## src/rtl/tile_read_pkg.sv

```systemverilog
// -----------------------------------------------------------------------------
// tile_read_pkg
// Shared types and width helpers for the tile read sequencer.
//   state_e    : sequencer states (IDLE, READ, DRAIN, DONE)
//   clog2_min1 : ceil(log2(n)), never less than 1, for coordinate port widths
// -----------------------------------------------------------------------------
package tile_read_pkg;

  typedef enum logic [1:0] {
    ST_IDLE  = 2'd0,
    ST_READ  = 2'd1,
    ST_DRAIN = 2'd2,
    ST_DONE  = 2'd3
  } state_e;

  function automatic int clog2_min1(input int n);
    return (n <= 1) ? 1 : $clog2(n);
  endfunction

endpackage

```

## src/rtl/trs_pipe.sv

```systemverilog
// -----------------------------------------------------------------------------
// trs_pipe
// Fixed-latency delay line: a beat entering on i_valid/i_data appears on
// o_valid/o_data exactly DEPTH cycles later.
// Ports:
//   clk, reset       : clock, asynchronous active-high reset (clears valids)
//   i_valid, i_data  : beat entering the line
//   o_valid, o_data  : beat leaving the line
// -----------------------------------------------------------------------------
module trs_pipe #(
  parameter int W     = 8,
  parameter int DEPTH = 2
) (
  input  logic         clk,
  input  logic         reset,
  input  logic         i_valid,
  input  logic [W-1:0] i_data,
  output logic         o_valid,
  output logic [W-1:0] o_data
);

  logic [DEPTH-1:0] r_valid;
  logic [W-1:0]     r_data [DEPTH];

  always_ff @(posedge clk or posedge reset) begin
    if (reset) begin
      r_valid <= '0;
    end else begin
      r_valid[0] <= i_valid;
      for (int i = 1; i < DEPTH; i++) r_valid[i] <= r_valid[i-1];
    end
  end

  // NOTE: the data stages carry no reset; only the valid bits decide whether a
  // stage means anything, and the consumer masks o_data with o_valid.
  always_ff @(posedge clk) begin
    if (i_valid) r_data[0] <= i_data;
    for (int i = 1; i < DEPTH; i++) begin
      if (r_valid[i-1]) r_data[i] <= r_data[i-1];
    end
  end

  assign o_valid = r_valid[DEPTH-1];
  assign o_data  = r_data[DEPTH-1];

endmodule

```

## src/rtl/tile_read_seq.sv

```systemverilog
// -----------------------------------------------------------------------------
// tile_read_seq
// Sweeps a ROWS x COLS x CHANS tile out of a read memory, one address per
// accepted cycle, in channel-outermost or channel-interleaved order, and
// re-aligns the beat coordinates with the memory data MEM_LAT cycles later.
// Ports:
//   clk, reset                 : clock, asynchronous active-high reset
//   data_done                  : level request; high starts a sweep, low
//                                after completion returns to idle
//   chan_major                 : order select latched at sweep start
//                                (1 = channel outermost, 0 = interleaved)
//   out_ready                  : downstream may accept new issues
//   mem_en, mem_addr           : memory read request
//   out_valid, out_row/col/chan, out_last : beat aligned to memory data
//   busy                       : high in READ and DRAIN
//   data_rdy                   : high in DONE
//   stall_cnt                  : READ cycles with out_ready low, saturating;
//                                present only with TILE_READ_STALL_CNT_EN
// -----------------------------------------------------------------------------
module tile_read_seq
  import tile_read_pkg::*;
#(
  parameter int  ROWS    = 8,
  parameter int  COLS    = 8,
  parameter int  CHANS   = 3,
  parameter int  MEM_LAT = 2,
  parameter int  ADDR_W  = 8,
  localparam int ROW_W   = clog2_min1(ROWS),
  localparam int COL_W   = clog2_min1(COLS),
  localparam int CHAN_W  = clog2_min1(CHANS)
) (
  input  logic              clk,
  input  logic              reset,
  input  logic              data_done,
  input  logic              chan_major,
  input  logic              out_ready,
  output logic              mem_en,
  output logic [ADDR_W-1:0] mem_addr,
  output logic              out_valid,
  output logic [ROW_W-1:0]  out_row,
  output logic [COL_W-1:0]  out_col,
  output logic [CHAN_W-1:0] out_chan,
  output logic              out_last,
  output logic              busy,
  output logic              data_rdy
`ifdef TILE_READ_STALL_CNT_EN
  ,
  output logic [15:0]       stall_cnt
`endif
);

  localparam int N      = ROWS * COLS * CHANS;
  localparam int BEAT_W = ROW_W + COL_W + CHAN_W + 1;

  if (ADDR_W < $clog2(N)) begin : g_addr_w_check
    $error("tile_read_seq: ADDR_W too narrow for ROWS*COLS*CHANS");
  end

  state_e              r_state, w_next_state;
  logic                r_chan_major;
  logic [ROW_W-1:0]    r_row, w_row_nxt;
  logic [COL_W-1:0]    r_col, w_col_nxt;
  logic [CHAN_W-1:0]   r_chan, w_chan_nxt;
  logic                w_row_last, w_col_last, w_chan_last, w_issue_last;
  logic                w_start;
  logic [BEAT_W-1:0]   w_beat_in, w_beat_out;
  logic                w_pipe_valid, w_pipe_last;

  assign w_row_last   = (r_row  == ROW_W'(ROWS - 1));
  assign w_col_last   = (r_col  == COL_W'(COLS - 1));
  assign w_chan_last  = (r_chan == CHAN_W'(CHANS - 1));
  // The final coordinate is the all-maximum corner in either order.
  assign w_issue_last = w_row_last && w_col_last && w_chan_last;
  assign w_start      = (r_state == ST_IDLE) && data_done;

  // ---------------------------------------------------------------------------
  // State machine
  // ---------------------------------------------------------------------------
  // NOTE: sequential state uses non-blocking assignments so every flop samples
  // the pre-edge values, independent of process evaluation order.
  always_ff @(posedge clk or posedge reset) begin
    if (reset) r_state <= ST_IDLE;
    else       r_state <= w_next_state;
  end

  // NOTE: every output of this block is given a default first, so no path
  // through the case leaves a signal unassigned and no latch is inferred.
  always_comb begin
    w_next_state = r_state;
    mem_en       = 1'b0;
    busy         = 1'b0;
    data_rdy     = 1'b0;
    unique case (r_state)
      ST_IDLE: begin
        if (data_done) w_next_state = ST_READ;
      end
      ST_READ: begin
        busy   = 1'b1;
        mem_en = out_ready;
        if (out_ready && w_issue_last) w_next_state = ST_DRAIN;
      end
      ST_DRAIN: begin
        busy = 1'b1;
        if (w_pipe_valid && w_pipe_last) w_next_state = ST_DONE;
      end
      ST_DONE: begin
        data_rdy = 1'b1;
        if (!data_done) w_next_state = ST_IDLE;
      end
      default: w_next_state = ST_IDLE;
    endcase
  end

  // ---------------------------------------------------------------------------
  // Coordinate counters: col -> row -> chan when channel-major, otherwise
  // chan -> col -> row. Each wraps at its exact bound.
  // ---------------------------------------------------------------------------
  always_comb begin
    w_row_nxt  = r_row;
    w_col_nxt  = r_col;
    w_chan_nxt = r_chan;
    if (r_chan_major) begin
      w_col_nxt = w_col_last ? '0 : r_col + COL_W'(1);
      if (w_col_last) begin
        w_row_nxt = w_row_last ? '0 : r_row + ROW_W'(1);
        if (w_row_last) w_chan_nxt = w_chan_last ? '0 : r_chan + CHAN_W'(1);
      end
    end else begin
      w_chan_nxt = w_chan_last ? '0 : r_chan + CHAN_W'(1);
      if (w_chan_last) begin
        w_col_nxt = w_col_last ? '0 : r_col + COL_W'(1);
        if (w_col_last) w_row_nxt = w_row_last ? '0 : r_row + ROW_W'(1);
      end
    end
  end

  always_ff @(posedge clk or posedge reset) begin
    if (reset) begin
      r_chan_major <= 1'b0;
      r_row        <= '0;
      r_col        <= '0;
      r_chan       <= '0;
    end else if (w_start) begin
      r_chan_major <= chan_major;
      r_row        <= '0;
      r_col        <= '0;
      r_chan       <= '0;
    end else if (mem_en) begin
      r_row        <= w_row_nxt;
      r_col        <= w_col_nxt;
      r_chan       <= w_chan_nxt;
    end
  end

  // Address is layout-fixed (planar), whatever the traversal order; it follows
  // the counters, so it naturally holds while out_ready is low.
  assign mem_addr = ADDR_W'(r_chan) * ADDR_W'(ROWS * COLS)
                  + ADDR_W'(r_row)  * ADDR_W'(COLS)
                  + ADDR_W'(r_col);

  // ---------------------------------------------------------------------------
  // Beat delay line matching the memory latency
  // ---------------------------------------------------------------------------
  assign w_beat_in = {r_row, r_col, r_chan, w_issue_last};

  trs_pipe #(
    .W     (BEAT_W),
    .DEPTH (MEM_LAT)
  ) u_pipe (
    .clk     (clk),
    .reset   (reset),
    .i_valid (mem_en),
    .i_data  (w_beat_in),
    .o_valid (w_pipe_valid),
    .o_data  (w_beat_out)
  );

  assign w_pipe_last = w_beat_out[0];
  assign out_valid   = w_pipe_valid;
  assign {out_row, out_col, out_chan, out_last} = w_pipe_valid ? w_beat_out : '0;

`ifdef TILE_READ_STALL_CNT_EN
  logic [15:0] r_stall_cnt;

  always_ff @(posedge clk or posedge reset) begin
    if (reset) begin
      r_stall_cnt <= '0;
    end else if (w_start) begin
      r_stall_cnt <= '0;
    end else if ((r_state == ST_READ) && !out_ready && (r_stall_cnt != 16'hFFFF)) begin
      r_stall_cnt <= r_stall_cnt + 16'd1;
    end
  end

  assign stall_cnt = r_stall_cnt;
`endif

endmodule

```

## config.mk

```make
export PLATFORM = sky130hd
export DESIGN_NAME = tile_read_seq
export DESIGN_NICKNAME = d
export VERILOG_FILES = /design/src/rtl/tile_read_pkg.sv /design/src/rtl/trs_pipe.sv /design/src/rtl/tile_read_seq.sv
export SDC_FILE = /design/constraint.sdc
export NUM_CORES = 1
export LEC_CHECK = 0
export BUFFER_PORTS_ARGS = -buffer_cell sky130_fd_sc_hd__clkbuf_2
export CORE_MARGIN = 10
export CORE_UTILIZATION = 40
export DETAILED_ROUTE_END_ITERATION = 10
export HOLD_SLACK_MARGIN = 0.12
export PLACE_DENSITY_LB_ADDON = 0.05
export RECOVER_POWER = 25
export SLEW_MARGIN = 20
export SYNTH_ARGS = -nofsm -noshare
export SYNTH_HDL_FRONTEND = slang
export SYNTH_SLANG_ARGS = --single-unit
```

## constraint.sdc

```tcl
create_clock -name clk -period 2.2 [get_ports clk]
set_clock_uncertainty 0.15 [all_clocks]
set_input_delay 0.22 -clock clk [delete_from_list [all_inputs] [get_ports clk]]
set_output_delay 0.22 -clock clk [all_outputs]
set_load 0.01 [all_outputs]
```

* Word level (Yosys, flattened, before mapping) *
Memory sizes are Yosys's and may differ from the RTL's.
Cells that the tools add are included.

operators by class
  add/sub/neg operators = 5
  reduce and logical (&&, ||, !) cells = 12
  eq/ne operators = 12
  muxes and demuxes = 30

operators by type and width
  cell                                            count
  two-way mux 3 bit                               11
  two-way mux 2 bit                               10
  two-way mux 9 bit                               1
  adder 8 x 3 -> 8 bit                            1
  adder 8 x 6 -> 8 bit                            1
  != test 2 bit (second input constant)           4
  case mux 2 bit (4 select lines)                 1
  two-way mux 1 bit                               7
  adder 3 x 1 -> 3 bit (second input constant)    2
  == test 2 bit (second input constant)           3
  == test 3 bit (second input constant)           2
  != test 3 x 1 -> 1 bit (second input constant)  2
  logical AND 1 bit                               5
  AND reduction 4 bit                             1
  AND reduction 3 bit                             1
  nonzero test 3 bit                              1
  adder 2 x 1 -> 2 bit (second input constant)    1
  == test 2 x 1 -> 1 bit (second input constant)  1
  zero test 2 bit                                 1
  AND reduction 2 bit                             1
  nonzero test 2 bit                              1
  OR reduction 2 bit                              1

word-level totals
  output and inout bits = 21
  memories = 1
  memory bits (writable) = 18
  input bits = 5
  word-level logic and storage cells = 66
  flip-flop bits (word level) = 13

memory list
  name           depth  width  rd ports  clocked after Yosys merged registers in  wr ports  line            source
  u_pipe.r_data  2      9      2         0                                        2         trs_pipe.sv:23  logic [W-1:0] r_data [DEPTH];

* Depth between registers and ports, before layout *
Gate-level depths: netlist of run 1.

  depth in word-level cells = 7
  gate-level depth with buffers = 6
  depth with buffers taken out = 6

* By module *
Synthesis of run 1 repeated with hierarchy kept, for this count alone.

second synthesis, totals
  cells, all modules = 99
  area total of the unflattened synthesis = 1367.6 um^2

by module, submodules not included
  module         cells each  times used  area each (um^2)  sequential area each (um^2)
  tile_read_seq  69          1           705.7             275.3
  trs_pipe       30          1           661.9             590.6

* Least setup slack after synthesis of run 1 *
OpenSTA, ideal clock, no wires.

  path kind = register to register
  from = reg r_state[1]
  to = reg r_row[0]
  arrival time = 1760 ps
  data required time = 1972 ps
  buffers on the path = 0
  slack = 212 ps
  setup time = 78 ps
  stages on the path, launching flop included = 7
  period minus slack after synthesis = 1988 ps
  cell sequence = dfrtp_1 -> inv_1 -> ha_1 -> and2_1 -> o211ai_1 -> or3_1 -> a21oi_1

between the ends
  longest elaborated chain between the ends = 4
  elaborated cells on any way between the ends = 8
  those cells by class = 1 x eq/ne; 2 x mux; 5 x reduce/logical

ends and longest elaborated chain
  element                               line                  source
  from (decl)                           tile_read_seq.sv:59   state_e r_state, w_next_state;
  from (signal assigned)                tile_read_seq.sv:83   else r_state <= w_next_state;
  == test 2 x 1 -> 1 bit                tile_read_seq.sv:93   unique case (r_state)
  two-way mux 1 bit                     tile_read_seq.sv:93
  net mem_en                            tile_read_seq.sv:37   output logic mem_en,
  nonzero test 2 bit (no source line)   n/a
  AND reduction 2 bit (no source line)  n/a
  to (signal assigned)                  tile_read_seq.sv:149  r_row <= w_row_nxt;
  to (decl)                             tile_read_seq.sv:61   logic [ROW_W-1:0] r_row, w_row_nxt;

The timed path passes the listed nets, and every way through them passes these cells.
A chain may end at the register's enable or synchronous reset.

* Worst setup path in the final report of run 1 *
  from = reg r_state[1]
  to = out mem_en

between the ends
  longest elaborated chain between the ends = 2

ends and longest elaborated chain
  element                 line
  == test 2 x 1 -> 1 bit  tile_read_seq.sv:93
  two-way mux 1 bit       tile_read_seq.sv:93
  to (decl)               tile_read_seq.sv:37

Every way passes these cells.

==> flow_summary.json, run 1 <==
{
  "cellLeakagePower_nw": 0.7661,
  "grt_max_degree": 14,
  "postLayoutCoreUtil_pct": 51.34,
  "crit_required_ns": 1.83,
  "crit_path_start_kind": "register",
  "cp_top_family": "buffers and inverters",
  "crit_slowest_cell": "dfrtp_1",
  "cts_hold_buf": 2,
  "start_util_pct": 41.99,
  "die_y_um": 76.85,
  "cts_sinks": 31,
  "h-tree-depth": 2,
  "powerDensity_mw_per_mm2": 950.2,
  "port-buffer-count": 25,
  "synthTopCellsByCount": "18 x edfxtp_1, 13 x dfrtp_1, 10 x and2_1",
  "cp-endpoint": "mem_en",
  "root_buffer": "clkbuf_4",
  "core.rowCount": 20,
  "die_w_um": 76.85,
  "status": "complete, no violations",
  "period_share_pct": 91.24,
  "netlist_top_cells_area": "edfxtp_1 42%, dfrtp_1 25%, ha_1 8.7%, and2_1 4.8%, mux2i_1 4.6%",
  "dieArea_mm2": 0.005905,
  "rr_worst_depth": 5,
  "cp_slowest_stage_delay_ns": 0.44,
  "path_max_fanout": 11,
  "cts_tree": "done",
  "hold_path_class": "input pin to register",
  "layout_min_cycle_time_ns": 2.007,
  "drtIter0Drc": 45,
  "finalMaxSlewViolations": 0,
  "synth.avg_cell_area_um2": 14.52,
  "max_cap_violations": 0,
  "crit_type": "register to output pin",
  "grt_pass1_vias": 792,
  "core_mm2": 0.003078,
  "crit_path_end_kind": "output pin",
  "whs_ns": 0.2064,
  "wl_per_cell_um": 13.60,
  "io_pins": 26,
  "vias": 773,
  "cp.depth": 5,
  "synth_top_area_share_pct": 41.82,
  "grt_pass1_wl_mm": 3.884,
  "drive_gt1_share_pct": 29.60,
  "synthCells": 89,
  "rsz0062_at_grt": "false",
  "fin_nets": 138,
  "first_pass_iters": 4,
  "clockBufferDepth": 2,
  "syn_to_final_growth_pct": 22.27,
  "irDropWorstVdd_uv": 620.0,
  "path_buf_inv": 3,
  "clk_pin_slew_ns": 0.09,
  "r2r-start": "r_state[1]",
  "synth-edff-count": 18,
  "yosysMostFrequentCell": "edfxtp_1",
  "yosys.cell_types.count": 22,
  "ys_async_sr_fraction_pct": 41.94,
  "ys_ff_latch": 31,
  "critPathArrivalTime_ns": 1.64,
  "antenna_found_initial": 0,
  "r2r-end": "r_state[1]",
  "finalHoldViolCount": 0,
  "ant_nets": 0,
  "hpwl_mm": 1.786,
  "crit_chain": "inv_1 > ha_1 > and2_1 > buf_4 > clkbuf_2",
  "synth_nets": 103,
  "ys_seq_area_share_pct": 66.99,
  "drc_errors": 0,
  "tns_ns": 0,
  "grt_overflow": 0,
  "clkLatencyLatePin_ns": 0.32,
  "synth_area_mm2": 0.001292,
  "avgViaCountPerCell": 4.574,
  "grt_use_total_pct": 8.386,
  "wirelength_mm": 2.299,
  "n_antenna_cell": 0,
  "tightest_slew_ns": 0.5338,
  "setup_viol": 0,
  "ys_warn_count": 0,
  "synth_largest_area_cell": "edfxtp_1",
  "gp_congestion": 0.7440,
  "regToRegSetupSlack_ns": 0.32,
  "ctsResizeCount": 0,
  "clock.fmax_mhz": 498.2,
  "critPathLaunch": "r_state[1]",
  "cts_inserted_buffers": 5,
  "slew-limit-headroom_pct": 64.38,
  "post_cts_buffers": 0,
  "ys.flop_type": "edfxtp_1"
}
[through the flow]
step	cell area [um^2]	std cells	power [mW]	setup slack, ns
2_1_floorplan	1292	89	0.9775	0.2120
3_3_place_gp	1484	159	1.093	0.3884
3_5_place_dp	1484	159	1.102	0.3410
4_1_cts	1580	169	1.526	0.1794
5_1_grt	1580	169	1.600	0.08826
6_report	1580	169	1.502	0.1927
[kinds of logic after synthesis]
logic type                 count (synthesis)  synth area share (%)
adders and majority gates                  9                 8.713
muxes                                      9                 7.260
AOI/OAI and AO/OA                          7                 3.485
DFF                                       31                 66.99
and+or+nand+nor                           28                 12.10
buffers and inverters                      5                 1.451
[flip-flops by register name, indices dropped and copies added, names as in the netlist]
| register | flops |
|---|---|
| r_col | 3 |
| r_chan | 2 |
| r_state | 2 |
| u_pipe.r_data | 18 |
| u_pipe.r_valid | 2 |
| r_chan_major | 1 |
| r_row | 3 |
[how the worst min path moves through the flow]
stage | endpoint | slack [ns] | start | cells past startpoint
detailed placement | u_pipe.r_valid[1] | 0.12 | reset | 2
global placement | u_pipe.r_valid[1] | 0.13 | reset | 2
CTS | r_chan_major | 0.20 | data_done | 3
floorplan | r_chan[0] | -0.05 | reset | 1
global route | r_chan_major | 0.22 | data_done | 3
finish | r_chan_major | 0.21 | data_done | 3
[placed cells by master, fill, tap and decap left out, types with 2 or more instances in the layout]
cell type	count
dlygate4sd3_1	2
a21oi_1	3
buf_4	2
and2_1	10
clkbuf_4	5
edfxtp_1	18
or3_1	2
inv_1	4
dfrtp_1	13
nor2_1	7
clkbuf_2	25
mux2_2	2
mux2i_1	6
ha_1	9
nand2_1	4
[worst register-to-register path: stages, from the launching register on]
cell and delay, ns:
dfrtp_1 0.43, inv_1 0.11, ha_1 0.20, mux2_2 0.26, a221o_1 0.30, mux2_1 0.33
[routing by layer]
metal / vias to the layer above / track usage [%] / wire [um]
met3: 5 / 3.613 / 167
met4: 0 / 6.134 / 40
met2: 21 / 12.06 / 1072
met1: 365 / 9.682 / 1018
met5: - / 0 / 0
li1: 382 / - / -
[report_power, final]
| part | total, mW | internal [mW] | switching (mW) |
|---|---|---|---|
| registers | 0.825 | 0.742 | 0.0836 |
| clock network | 0.421 | 0.234 | 0.187 |
| logic | 0.256 | 0.123 | 0.132 |
| total | 1.50 | 1.10 | 0.403 |
[cell type report]
cell class                 count  area [um^2]
fill                         274         1498
sequential                    31        865.8
tap                           44        55.05
clock inverter                 3        38.79
timing repair buffer          29        160.2
multi-input combinational     53        407.9
clock buffer                   5        37.54
inverter                       4        15.01
No activity file was read; power rests on OpenSTA's default activity.
==> inputs of run 2 (changes only) <==
--- a/config.mk
+++ b/config.mk
@@ -6,11 +6,12 @@
 export NUM_CORES = 1
 export LEC_CHECK = 0
 export BUFFER_PORTS_ARGS = -buffer_cell sky130_fd_sc_hd__clkbuf_2
+export CORE_ASPECT_RATIO = 0.5
 export CORE_MARGIN = 10
 export CORE_UTILIZATION = 40
 export DETAILED_ROUTE_END_ITERATION = 10
+export GPL_ROUTABILITY_DRIVEN = 0
 export HOLD_SLACK_MARGIN = 0.12
-export PLACE_DENSITY_LB_ADDON = 0.05
 export RECOVER_POWER = 25
 export SLEW_MARGIN = 20
 export SYNTH_ARGS = -nofsm -noshare
==> run 2 against run 1 <==
Die area rose by 2.3%; cell count fell by 2.4%; worst setup slack improved by 0.14 ns; power rose by 10%; sequential power rose by 1%; combinational power fell by 2%; largest power group unchanged.
==> flow_summary.json, run 2 (synthesis gave the netlist of run 1 again) <==
{
  "status": "complete, no violations",
  "cts_inserted_buffers": 5,
  "drc_errors": 0,
  "cts_sinks": 31,
  "start_util_pct": 42.41,
  "critPathArrivalTime_ns": 1.92,
  "crit_chain": "inv_1 > ha_1 > and2_1 > o211ai_1 > or3_1 > a21oi_1",
  "ctsResizeCount": 0,
  "grt_use_total_pct": 7.974,
  "n_fill_cell": 282,
  "cellLeakagePower_nw": 0.7847,
  "setup_viol": 0,
  "largest_registers": "u_pipe.r_data x18, r_col x3, r_row x3",
  "n_antenna_cell": 0,
  "wl_per_cell_um": 13.68,
  "finalMaxSlewViolations": 0,
  "grt_pass1_wl_mm": 3.539,
  "fin_total_pwr_mw": 1.655,
  "tns_ns": 0,
  "io_pins": 26,
  "drtIter0Drc": 50,
  "root_buffer": "clkbuf_8",
  "powerDensity_mw_per_mm2": 1024,
  "first_pass_iters": 2,
  "layout_min_cycle_time_ns": 1.865,
  "avgViaCountPerCell": 4.539,
  "path_max_fanout": 5,
  "wirelength_mm": 2.258,
  "max_cap_violations": 0,
  "cp_slowest_stage_delay_ns": 0.42,
  "crit_path_end_kind": "register",
  "dp_slack_ns": 0.3344,
  "crit_type": "register to register",
  "rsz0062_at_grt": "false",
  "drive_gt1_share_pct": 30.40,
  "slew-limit-headroom_pct": 64.46,
  "fin_nets": 138,
  "h-tree-depth": 2,
  "irDropWorstVdd_uv": 452.7,
  "die_y_um": 60.20,
  "most-common-layout-cells": "25 x clkbuf_2, 18 x edfxtp_1, 13 x dfrtp_1",
  "cts_tree": "done",
  "worst_slack_ns": 0.3346,
  "clockBufferDepth": 2,
  "grt_overflow": 0,
  "antenna_found_initial": 0,
  "grt_pass1_vias": 718,
  "dieArea_mm2": 0.006043,
  "crit_slowest_cell": "dfrtp_1",
  "period_share_pct": 84.79,
  "ant_nets": 0,
  "tightest_slew_ns": 0.5326,
  "hpwl_mm": 1.729,
  "largest_reg_flops": 18,
  "crit_required_ns": 2.25,
  "hold_path_class": "input pin to register",
  "clock.fmax_mhz": 536.1,
  "core.rowCount": 14,
  "grt_max_degree": 14,
  "syn_to_final_growth_pct": 25.07,
  "vias": 749,
  "clk_pin_slew_ns": 0.07,
  "final_common_cell": "clkbuf_2",
  "die_w_um": 100.4,
  "largest-register": "u_pipe.r_data",
  "clkLatencyLatePin_ns": 0.28,
  "crit_path_start_kind": "register",
  "finalHoldViolCount": 0,
  "whs_ns": 0.2274,
  "port-buffer-count": 25,
  "core_mm2": 0.003048
}
==> run 2: cell types whose count changed in the layout (fill, tap and decap cells not counted) <==
cell | before | now
clkbuf_8 | 0 | 6
clkbuf_4 | 5 | 0
clkinv_1 | 1 | 0
==> run 2: final cells by class <==
| cell class | instances | area [um^2] | share of cell area [%] |
|---|---|---|---|
| clock buffers | 6 | 82.58 | 5.108 |
| multi-input cells | 53 | 407.9 | 25.23 |
| flip-flops and latches | 31 | 865.8 | 53.56 |
| clock inverters | 2 | 35.03 | 2.167 |
| inverters | 4 | 15.01 | 0.9288 |
| repair buffers | 29 | 160.2 | 9.907 |
| well taps | 40 | 50.05 | 3.096 |
==> run 2: path summary, 6_finish.rpt <==
check                                         start                    to  slack [ns]  depth (start not counted)
min in group asynchronous                     reset          r_chan_major        0.35                          3
worst min register to register  u_pipe.r_data[0][8]  u_pipe.r_data[0][17]        0.27                          0
max in group asynchronous                     reset     u_pipe.r_valid[1]        1.19                          3
worst max-delay path                     r_state[1]              r_row[0]        0.33                          6
worst max register to register           r_state[1]              r_row[0]        0.33                          6
worst min-delay path                      data_done          r_chan_major        0.23                          3
==> run 2: through the flow <==
stage               instance area, um^2  std cells  utilization (%)
floorplan                          1292         89                -
global placement                   1479        155            48.52
detailed placement                 1479        155            48.52
CTS                                1617        165            53.04
global route                       1617        165            53.04
finish                             1617        165            53.04
==> run 2: power by group <==
part	internal (mW)	total (mW)	switching (mW)
Sequential	0.743	0.834	0.0904
Clock	0.366	0.570	0.204
Combinational	0.122	0.251	0.129
==> run 2: critical path: cells and delay by family, from the launching register on <==
| family | cells | cell delay (ns) |
|---|---|---|
| AO/OA/AOI/OAI | 2 | 0.35 |
| buffers and inverters | 1 | 0.12 |
| AND/OR/NAND/NOR | 2 | 0.57 |
| flip-flops | 1 | 0.42 |
| adder cells (fa/ha/maj) | 1 | 0.18 |
==> run 2: routing by layer <==
metal	vias to the layer above	share of wire, %	track usage [%]
li1	384	-	-
met1	338	45	8.445
met2	20	43	11.48
met3	7	9.3	4.948
met4	0	2.7	6.000
met5	-	0	0
==> run 2: what timing repair did <==
item / 4_1_cts / 5_1_grt
setup endpoints to repair: 0 / 0
buffers inserted: 0 / 0
hold buffers: 2 / 0
endpoints found under the hold margin: 14 / 0
